## src/rtl/l2_mem_bridge_if.sv

```systemverilog
`default_nettype none
// ============================================================================
// Module   : l2_mem_bridge_if
// Brief    : Command/write/read beat bus between the L2 bridge and memory.
// Revision : 1.0 - initial release
// ============================================================================
interface l2_mem_bridge_if #(
    parameter int ADDR_W = 32,
    parameter int BEAT_W = 64
);
    logic              mem_cmd_valid;
    logic              mem_cmd_ready;
    logic              mem_cmd_we;
    logic [ADDR_W-1:0] mem_cmd_addr;
    logic              mem_wvalid;
    logic              mem_wready;
    logic [BEAT_W-1:0] mem_wdata;
    logic              mem_rvalid;
    logic [BEAT_W-1:0] mem_rdata;

    modport master (
        output mem_cmd_valid, mem_cmd_we, mem_cmd_addr, mem_wvalid, mem_wdata,
        input  mem_cmd_ready, mem_wready, mem_rvalid, mem_rdata
    );

    modport slave (
        input  mem_cmd_valid, mem_cmd_we, mem_cmd_addr, mem_wvalid, mem_wdata,
        output mem_cmd_ready, mem_wready, mem_rvalid, mem_rdata
    );
endinterface
`default_nettype wire

```

## src/rtl/l2_mem_bridge.sv

```systemverilog
`default_nettype none
// ============================================================================
// Module   : l2_mem_bridge
// Brief    : Splits L2 line fills / write-backs into narrow memory bursts.
// Revision : 1.0 - initial release
// ============================================================================
module l2_mem_bridge #(
    parameter int LINE_W = 512,
    parameter int BEAT_W = 64,
    parameter int ADDR_W = 32
) (
    input  logic              clk,
    input  logic              rst,
    input  logic              read_L2_MEM,
    input  logic              write_L2_MEM,
    input  logic [7:0]        index_L2_MEM,
    input  logic [17:0]       tag_L2_MEM,
    input  logic [17:0]       write_tag_L2_MEM,
    input  logic [LINE_W-1:0] write_data_L2_MEM,
    output logic [LINE_W-1:0] read_data_MEM_L2,
    output logic              ready_MEM_L2,
    output logic              busy,
    l2_mem_bridge_if.master   mem
);
    localparam int BEATS = LINE_W / BEAT_W;
    localparam int CNT_W = (BEATS > 1) ? $clog2(BEATS) : 1;
    localparam int OFF_W = $clog2(LINE_W / 8);
    localparam logic [CNT_W-1:0] LAST_BEAT = CNT_W'(BEATS - 1);

    typedef enum logic [2:0] {
        S_IDLE  = 3'd0,
        S_WCMD  = 3'd1,
        S_WDATA = 3'd2,
        S_RCMD  = 3'd3,
        S_RDATA = 3'd4,
        S_DONE  = 3'd5
    } state_t;

    state_t              state_q, state_d;
    logic [CNT_W-1:0]    cnt_q, cnt_d;
    logic [7:0]          index_q;
    logic [17:0]         tag_q;
    logic [17:0]         wtag_q;
    logic [LINE_W-1:0]   wline_q;
    logic                rd_flag_q;
    logic [BEAT_W-1:0]   fill_q [BEATS];

    logic                w_latch;
    logic                w_fill_we;
    logic                w_cmd_valid;
    logic                w_cmd_we;
    logic [ADDR_W-1:0]   w_cmd_addr;
    logic                w_wvalid;
    logic [BEAT_W-1:0]   w_wdata;
    logic [ADDR_W-1:0]   w_waddr;
    logic [ADDR_W-1:0]   w_raddr;
    logic [BEAT_W-1:0]   w_wbeat [BEATS];

    assign w_waddr = ADDR_W'({wtag_q, index_q, {OFF_W{1'b0}}});
    assign w_raddr = ADDR_W'({tag_q,  index_q, {OFF_W{1'b0}}});

    // Beat 0 is the least-significant slice of the line in both directions.
    for (genvar b = 0; b < BEATS; b++) begin : g_beats
        assign w_wbeat[b] = wline_q[b*BEAT_W +: BEAT_W];
        assign read_data_MEM_L2[b*BEAT_W +: BEAT_W] = fill_q[b];
    end

    always_comb begin
        state_d      = state_q;
        cnt_d        = cnt_q;
        w_latch      = 1'b0;
        w_fill_we    = 1'b0;
        w_cmd_valid  = 1'b0;
        w_cmd_we     = 1'b0;
        w_cmd_addr   = '0;
        w_wvalid     = 1'b0;
        w_wdata      = '0;
        ready_MEM_L2 = 1'b0;
        busy         = (state_q != S_IDLE);

        case (state_q)
            S_IDLE: begin
                if (read_L2_MEM || write_L2_MEM) begin
                    w_latch = 1'b1;
                    state_d = write_L2_MEM ? S_WCMD : S_RCMD;
                end
            end
            S_WCMD: begin
                w_cmd_valid = 1'b1;
                w_cmd_we    = 1'b1;
                w_cmd_addr  = w_waddr;
                if (mem.mem_cmd_ready) begin
                    cnt_d   = '0;
                    state_d = S_WDATA;
                end
            end
            S_WDATA: begin
                w_wvalid = 1'b1;
                w_wdata  = w_wbeat[cnt_q];
                if (mem.mem_wready) begin
                    if (cnt_q == LAST_BEAT) begin
                        state_d = rd_flag_q ? S_RCMD : S_DONE;
                    end else begin
                        cnt_d = cnt_q + 1'b1;
                    end
                end
            end
            S_RCMD: begin
                w_cmd_valid = 1'b1;
                w_cmd_addr  = w_raddr;
                if (mem.mem_cmd_ready) begin
                    cnt_d   = '0;
                    state_d = S_RDATA;
                end
            end
            S_RDATA: begin
                if (mem.mem_rvalid) begin
                    w_fill_we = 1'b1;
                    if (cnt_q == LAST_BEAT) begin
                        state_d = S_DONE;
                    end else begin
                        cnt_d = cnt_q + 1'b1;
                    end
                end
            end
            S_DONE: begin
                ready_MEM_L2 = 1'b1;
                state_d      = S_IDLE;
            end
            default: state_d = S_IDLE;
        endcase
    end

    always_ff @(posedge clk or posedge rst) begin
        if (rst) begin
            state_q   <= S_IDLE;
            cnt_q     <= '0;
            index_q   <= '0;
            tag_q     <= '0;
            wtag_q    <= '0;
            wline_q   <= '0;
            rd_flag_q <= 1'b0;
            for (int b = 0; b < BEATS; b++) begin
                fill_q[b] <= '0;
            end
        end else begin
            state_q <= state_d;
            cnt_q   <= cnt_d;
            if (w_latch) begin
                index_q   <= index_L2_MEM;
                tag_q     <= tag_L2_MEM;
                wtag_q    <= write_tag_L2_MEM;
                wline_q   <= write_data_L2_MEM;
                rd_flag_q <= read_L2_MEM;
            end
            if (w_fill_we) begin
                fill_q[cnt_q] <= mem.mem_rdata;
            end
        end
    end

    assign mem.mem_cmd_valid = w_cmd_valid;
    assign mem.mem_cmd_we    = w_cmd_we;
    assign mem.mem_cmd_addr  = w_cmd_addr;
    assign mem.mem_wvalid    = w_wvalid;
    assign mem.mem_wdata     = w_wdata;
endmodule
`default_nettype wire

```

## src/flat_wrapper.sv

```systemverilog
// flat-port wrapper written by rule: the top's interface ports become plain ports
module l2_mem_bridge_flat 
#(
    parameter int LINE_W = 512,
    parameter int BEAT_W = 64,
    parameter int ADDR_W = 32
)
  (clk, rst, read_L2_MEM, write_L2_MEM, index_L2_MEM, tag_L2_MEM, write_tag_L2_MEM, write_data_L2_MEM, read_data_MEM_L2, ready_MEM_L2, busy, mem_mem_cmd_valid, mem_mem_cmd_we, mem_mem_cmd_addr, mem_mem_wvalid, mem_mem_wdata, mem_mem_cmd_ready, mem_mem_wready, mem_mem_rvalid, mem_mem_rdata);
  l2_mem_bridge_if #(.ADDR_W(ADDR_W), .BEAT_W(BEAT_W)) mem_i ();
  input  logic clk;
  input  logic rst;
  input  logic read_L2_MEM;
  input  logic write_L2_MEM;
  input  logic [7:0] index_L2_MEM;
  input  logic [17:0] tag_L2_MEM;
  input  logic [17:0] write_tag_L2_MEM;
  input  logic [LINE_W-1:0] write_data_L2_MEM;
  output logic [LINE_W-1:0] read_data_MEM_L2;
  output logic ready_MEM_L2;
  output logic busy;
  output wire logic [$bits(mem_i.mem_cmd_valid)-1:0] mem_mem_cmd_valid;
  output wire logic [$bits(mem_i.mem_cmd_we)-1:0] mem_mem_cmd_we;
  output wire logic [$bits(mem_i.mem_cmd_addr)-1:0] mem_mem_cmd_addr;
  output wire logic [$bits(mem_i.mem_wvalid)-1:0] mem_mem_wvalid;
  output wire logic [$bits(mem_i.mem_wdata)-1:0] mem_mem_wdata;
  input wire logic [$bits(mem_i.mem_cmd_ready)-1:0] mem_mem_cmd_ready;
  input wire logic [$bits(mem_i.mem_wready)-1:0] mem_mem_wready;
  input wire logic [$bits(mem_i.mem_rvalid)-1:0] mem_mem_rvalid;
  input wire logic [$bits(mem_i.mem_rdata)-1:0] mem_mem_rdata;
  assign mem_mem_cmd_valid = mem_i.mem_cmd_valid;
  assign mem_mem_cmd_we = mem_i.mem_cmd_we;
  assign mem_mem_cmd_addr = mem_i.mem_cmd_addr;
  assign mem_mem_wvalid = mem_i.mem_wvalid;
  assign mem_mem_wdata = mem_i.mem_wdata;
  assign mem_i.mem_cmd_ready = mem_mem_cmd_ready;
  assign mem_i.mem_wready = mem_mem_wready;
  assign mem_i.mem_rvalid = mem_mem_rvalid;
  assign mem_i.mem_rdata = mem_mem_rdata;
  l2_mem_bridge #(.LINE_W(LINE_W), .BEAT_W(BEAT_W), .ADDR_W(ADDR_W)) u_core (.clk(clk), .rst(rst), .read_L2_MEM(read_L2_MEM), .write_L2_MEM(write_L2_MEM), .index_L2_MEM(index_L2_MEM), .tag_L2_MEM(tag_L2_MEM), .write_tag_L2_MEM(write_tag_L2_MEM), .write_data_L2_MEM(write_data_L2_MEM), .read_data_MEM_L2(read_data_MEM_L2), .ready_MEM_L2(ready_MEM_L2), .busy(busy), .mem(mem_i));
endmodule
```

## config.mk

```make
export PLATFORM = sky130hd
export DESIGN_NAME = l2_mem_bridge_flat
export DESIGN_NICKNAME = d
export VERILOG_FILES = /design/src/rtl/l2_mem_bridge_if.sv /design/src/rtl/l2_mem_bridge.sv /design/src/flat_wrapper.sv
export SDC_FILE = /design/constraint.sdc
export NUM_CORES = 2
export LEC_CHECK = 0
export BUFFER_PORTS_ARGS = -buffer_cell sky130_fd_sc_hd__buf_2
export CAP_MARGIN = 20
export CORE_AREA = 5 5 480 482
export DETAILED_ROUTE_END_ITERATION = 10
export DIE_AREA = 0 0 485 487
export GPL_TIMING_DRIVEN = 0
export MAX_ROUTING_LAYER = met4
export PLACE_DENSITY = 0.39
export SLEW_MARGIN = 10
export SYNTH_ARGS = -nofsm -noshare
export SYNTH_HDL_FRONTEND = slang
export SYNTH_SLANG_ARGS = --single-unit
```

## constraint.sdc

```tcl
create_clock -name clk -period 62.9 [get_ports clk]
set_clock_uncertainty 0.1 [all_clocks]
set_input_delay 3.145 -clock clk [delete_from_list [all_inputs] [get_ports clk]]
set_output_delay 3.145 -clock clk [all_outputs]
set_load 0.01 [all_outputs]
```

==> results.md <==
- Status: finished clean
- Largest net degree at the start of global routing: 107
- Post-route ant nets: 0
- Via Count: 31100
- CTS tree: built
- Metal2 WL: 113000 microns
- Post-route DRC: 0
- Synth-to-Final Area Change: 34.9%
- Drt total wl: 222000 microns
- Initial core utilization: 0.196
- GPL Wtd Cong: 0.836
- GRT Resource Usage Total: 0.188
- Worst hold path class: flip-flop to flip-flop
- Final worst-path cycle share: 0.130
- Core box area: 226000 sq um
- # hold bufs at CTS: 0
- Final Hold Viols: 0
- WL met3: 18500 microns
- Post-synth ARST share: 1.00
- TritonRoute pass-1 iters: 7
- Worst r2r dst: u_core.cnt_q[1]$_DFFE_PP0P_
- Wl on met1: 85000 microns
- Gr ovfl total: 0
- Worst slew pin tran: 1.20 ns
- CP Class: flip-flop to primary output
- CP Data Required Time: 59.66 ns
- Wirelength per Cell: 29.8 microns
- Max Cap Violations: 0
- Postcts setup bufs: 0
- Clk root buf: clkbuf_16
- Area leader, netlist: dfrtp_1
- Min-Delay Endpoint: u_core.read_data_MEM_L2[167]$_DFFE_PP0P_
- Yosys warns: 0
- Top_reg_cell synth: dfrtp_1
- Post-route minimum period: 8.18 ns
- Share of layout cells above drive strength 1: 0.639
- Hold slack: 0.383 ns
- H-tree depth: 4
- Top cells by area, synth: dfrtp_1 61%, mux2_2 27%, mux4_2 3.9%
- RSZ-0062 raised after global routing: no
- Num CTS Buffers: 137
- First-pass GRT wire length: 297000 microns
- Clock Pin Slew Worst Setup and Hold Paths: 0.06 ns
- DR vias/cell: 4.18
- Final setup TNS: 0 ns
- Avg Cell Area, Syn: 15.8 sq um
- Worst-Skew Late Latency: 0.79 ns
- Critical Path Fanout Max: 10
- Yosys reg bits: 1075
- NumNets Final: 4842
- Dpl cells: 7082
- Clk buf depth: 3
- Relative slew margins: 0.198
- Sink Count: 1075
- Crit path capture type: primary output
- Die Y-Extent: 487 microns
- Worst Path Arrival: 4.94 ns
- VDD IR max: 0.0241 mV
- HP Start: u_core.read_data_MEM_L2[167]$_DFFE_PP0P_
- Post-DP HPWL: 175000 microns
- Final setup fails: 0
- Max Used Layer: met4
- Post_cts resized: 0
- Pwr/cell area: 52.2 nW/um^2
- Top Ports: 1240
- Register-to-Register Path Depth: 7
- Pleak: 28.3 nW
- Final cell count without fillers: 7452
- Initial detailed-routing violation count: 1301
- Reg2reg setup slack: 59.42 ns
- Synthesized area: 44300 sq um
- Number of global-route vias before repair: 32900
- Final Slew Violations: 0
- Number of synthesized flops with an enable pin: 0
- FP Rows: 175
- Sequential area share after synthesis: 0.607
- Die area: 236000 sq um
- Top cell type's share of synthesized area: 0.607
- Reg-to-Reg Start: u_core.cnt_q[1]$_DFFE_PP0P_
- Antenna violations before repair: 168
- Mapped Cells: 2803
- Post-synth cell types: 47
- CP Launch Type: flip-flop
- Port Buf Inserts: 1233
- DIE WIDTH: 485 microns
- Max Fclk: 0.122 GHz
- Fillers: 23900
- Hold depth: 1
[registers in the layout, indices dropped and copies added, names as in the netlist]
register / cells
u_core.read_data_MEM_L2: 512
u_core.wline_q: 512
u_core.tag_q: 18
u_core.wtag_q: 18
u_core.index_q: 8
u_core.cnt_q: 3
u_core.state_q: 3
u_core.rd_flag_q: 1
[logic make-up after synthesis]
group | share of synthesized area
AOI/OAI and AO/OA | 0.0258
xor gates and xnor gates | 0.000198
buffers and inverters | 0.0218
adders and majority gates | 0.000565
other | 0.0000846
DFF | 0.607
muxes | 0.329
and+or+nand+nor | 0.0152
[metrics by stage]
stage                util  total power [mW]  setup WS (ns)  instance area (sq um)
floorplan               -              1.79          29.39                  44300
global placement    0.240              2.35          13.17                  54300
detailed placement  0.243              2.37          55.31                  55000
CTS                 0.263              3.19          54.41                  59500
global route        0.265              3.29          54.45                  59800
finish              0.265              3.12          54.72                  59800
[metal layers]
metal | vias up | global-route usage
met5 | - | -
met4 | 0 | 0.0450
met3 | 336 | 0.0674
met2 | 1192 | 0.327
met1 | 16300 | 0.206
li1 | 13300 | -
[report_power, final]
part | total, mW | switching (mW) | internal (mW) | leakage (nW)
sequential | 1.14 | 0.163 | 0.978 | 13.4
combinational | 1.18 | 0.639 | 0.545 | 12.7
clock | 0.795 | 0.334 | 0.461 | 2.22
[synth_stat cells, drive strengths merged (9+ instances only)]
cell type / count
nand2: 30
a22oi: 21
mux2i: 67
nor2: 75
o21a: 14
mux2: 1085
dfrtp: 1075
and2: 14
a21oi: 34
mux4: 76
o21ai: 12
clkbuf: 73
a22o: 9
buf: 110
a221oi: 42
[cell type report]
cell class | instances | area, sq um | area share
Tap cell | 3009 | 3760 | 0.0629
Inverter | 9 | 41.3 | 0.000690
Clock buffer | 201 | 4010 | 0.0671
Buffer | 183 | 955 | 0.0160
Clock inverter | 43 | 475 | 0.00795
Timing Repair Buffer | 1266 | 6850 | 0.115
Multi-Input combinational cell | 1541 | 16500 | 0.276
Antenna cell | 125 | 313 | 0.00523
Sequential cell | 1075 | 26900 | 0.450
[critical path: stages (launching register included)]
cell	delay [ns]
dfrtp_1	0.43
clkbuf_1	0.36
clkbuf_1	0.33
buf_6	0.23
nor2_1	0.88
clkbuf_1	0.76
a22oi_1	0.19
a21oi_1	0.52
o21a_1	0.23
buf_2	0.18
[worst max-delay path by stage]
stage / start / end / slack [ns] / cells past startpoint
finish: u_core.cnt_q[2]$_DFFE_PP0P_ / mem_mem_wdata[22] / 54.72 / 9
global route: u_core.cnt_q[0]$_DFFE_PP0P_ / mem_mem_wdata[22] / 54.45 / 8
CTS: u_core.cnt_q[0]$_DFFE_PP0P_ / mem_mem_wdata[22] / 54.41 / 8
detailed placement: u_core.cnt_q[0]$_DFFE_PP0P_ / mem_mem_wdata[22] / 55.31 / 8
global placement: rst / u_core.wline_q[327]$_DFFE_PP0P_ / 13.17 / 2
floorplan: rst / u_core.cnt_q[0]$_DFFE_PP0P_ / 29.39 / 1
[placed cells by master (no fill, tap or decap), drive strengths merged, types with 4 or more instances in the layout]
master and instances:
a22oi 21, buf 1375, inv 18, clkinv 28, mux4 76, nand2 30
nor2 75, conb 6, diode 125, a21oi 34, and2 14, clkbuf 275
o21a 14, mux2i 67, a221oi 42, bufinv 4, o2bb2ai 6, mux2 1085
o21ai 12, o22ai 5, nand2b 4, nand3 4, nor3 5, dfrtp 1075
nor2b 8, a22o 9, o211ai 4
Note: power is estimated with default switching activity, not from simulation.
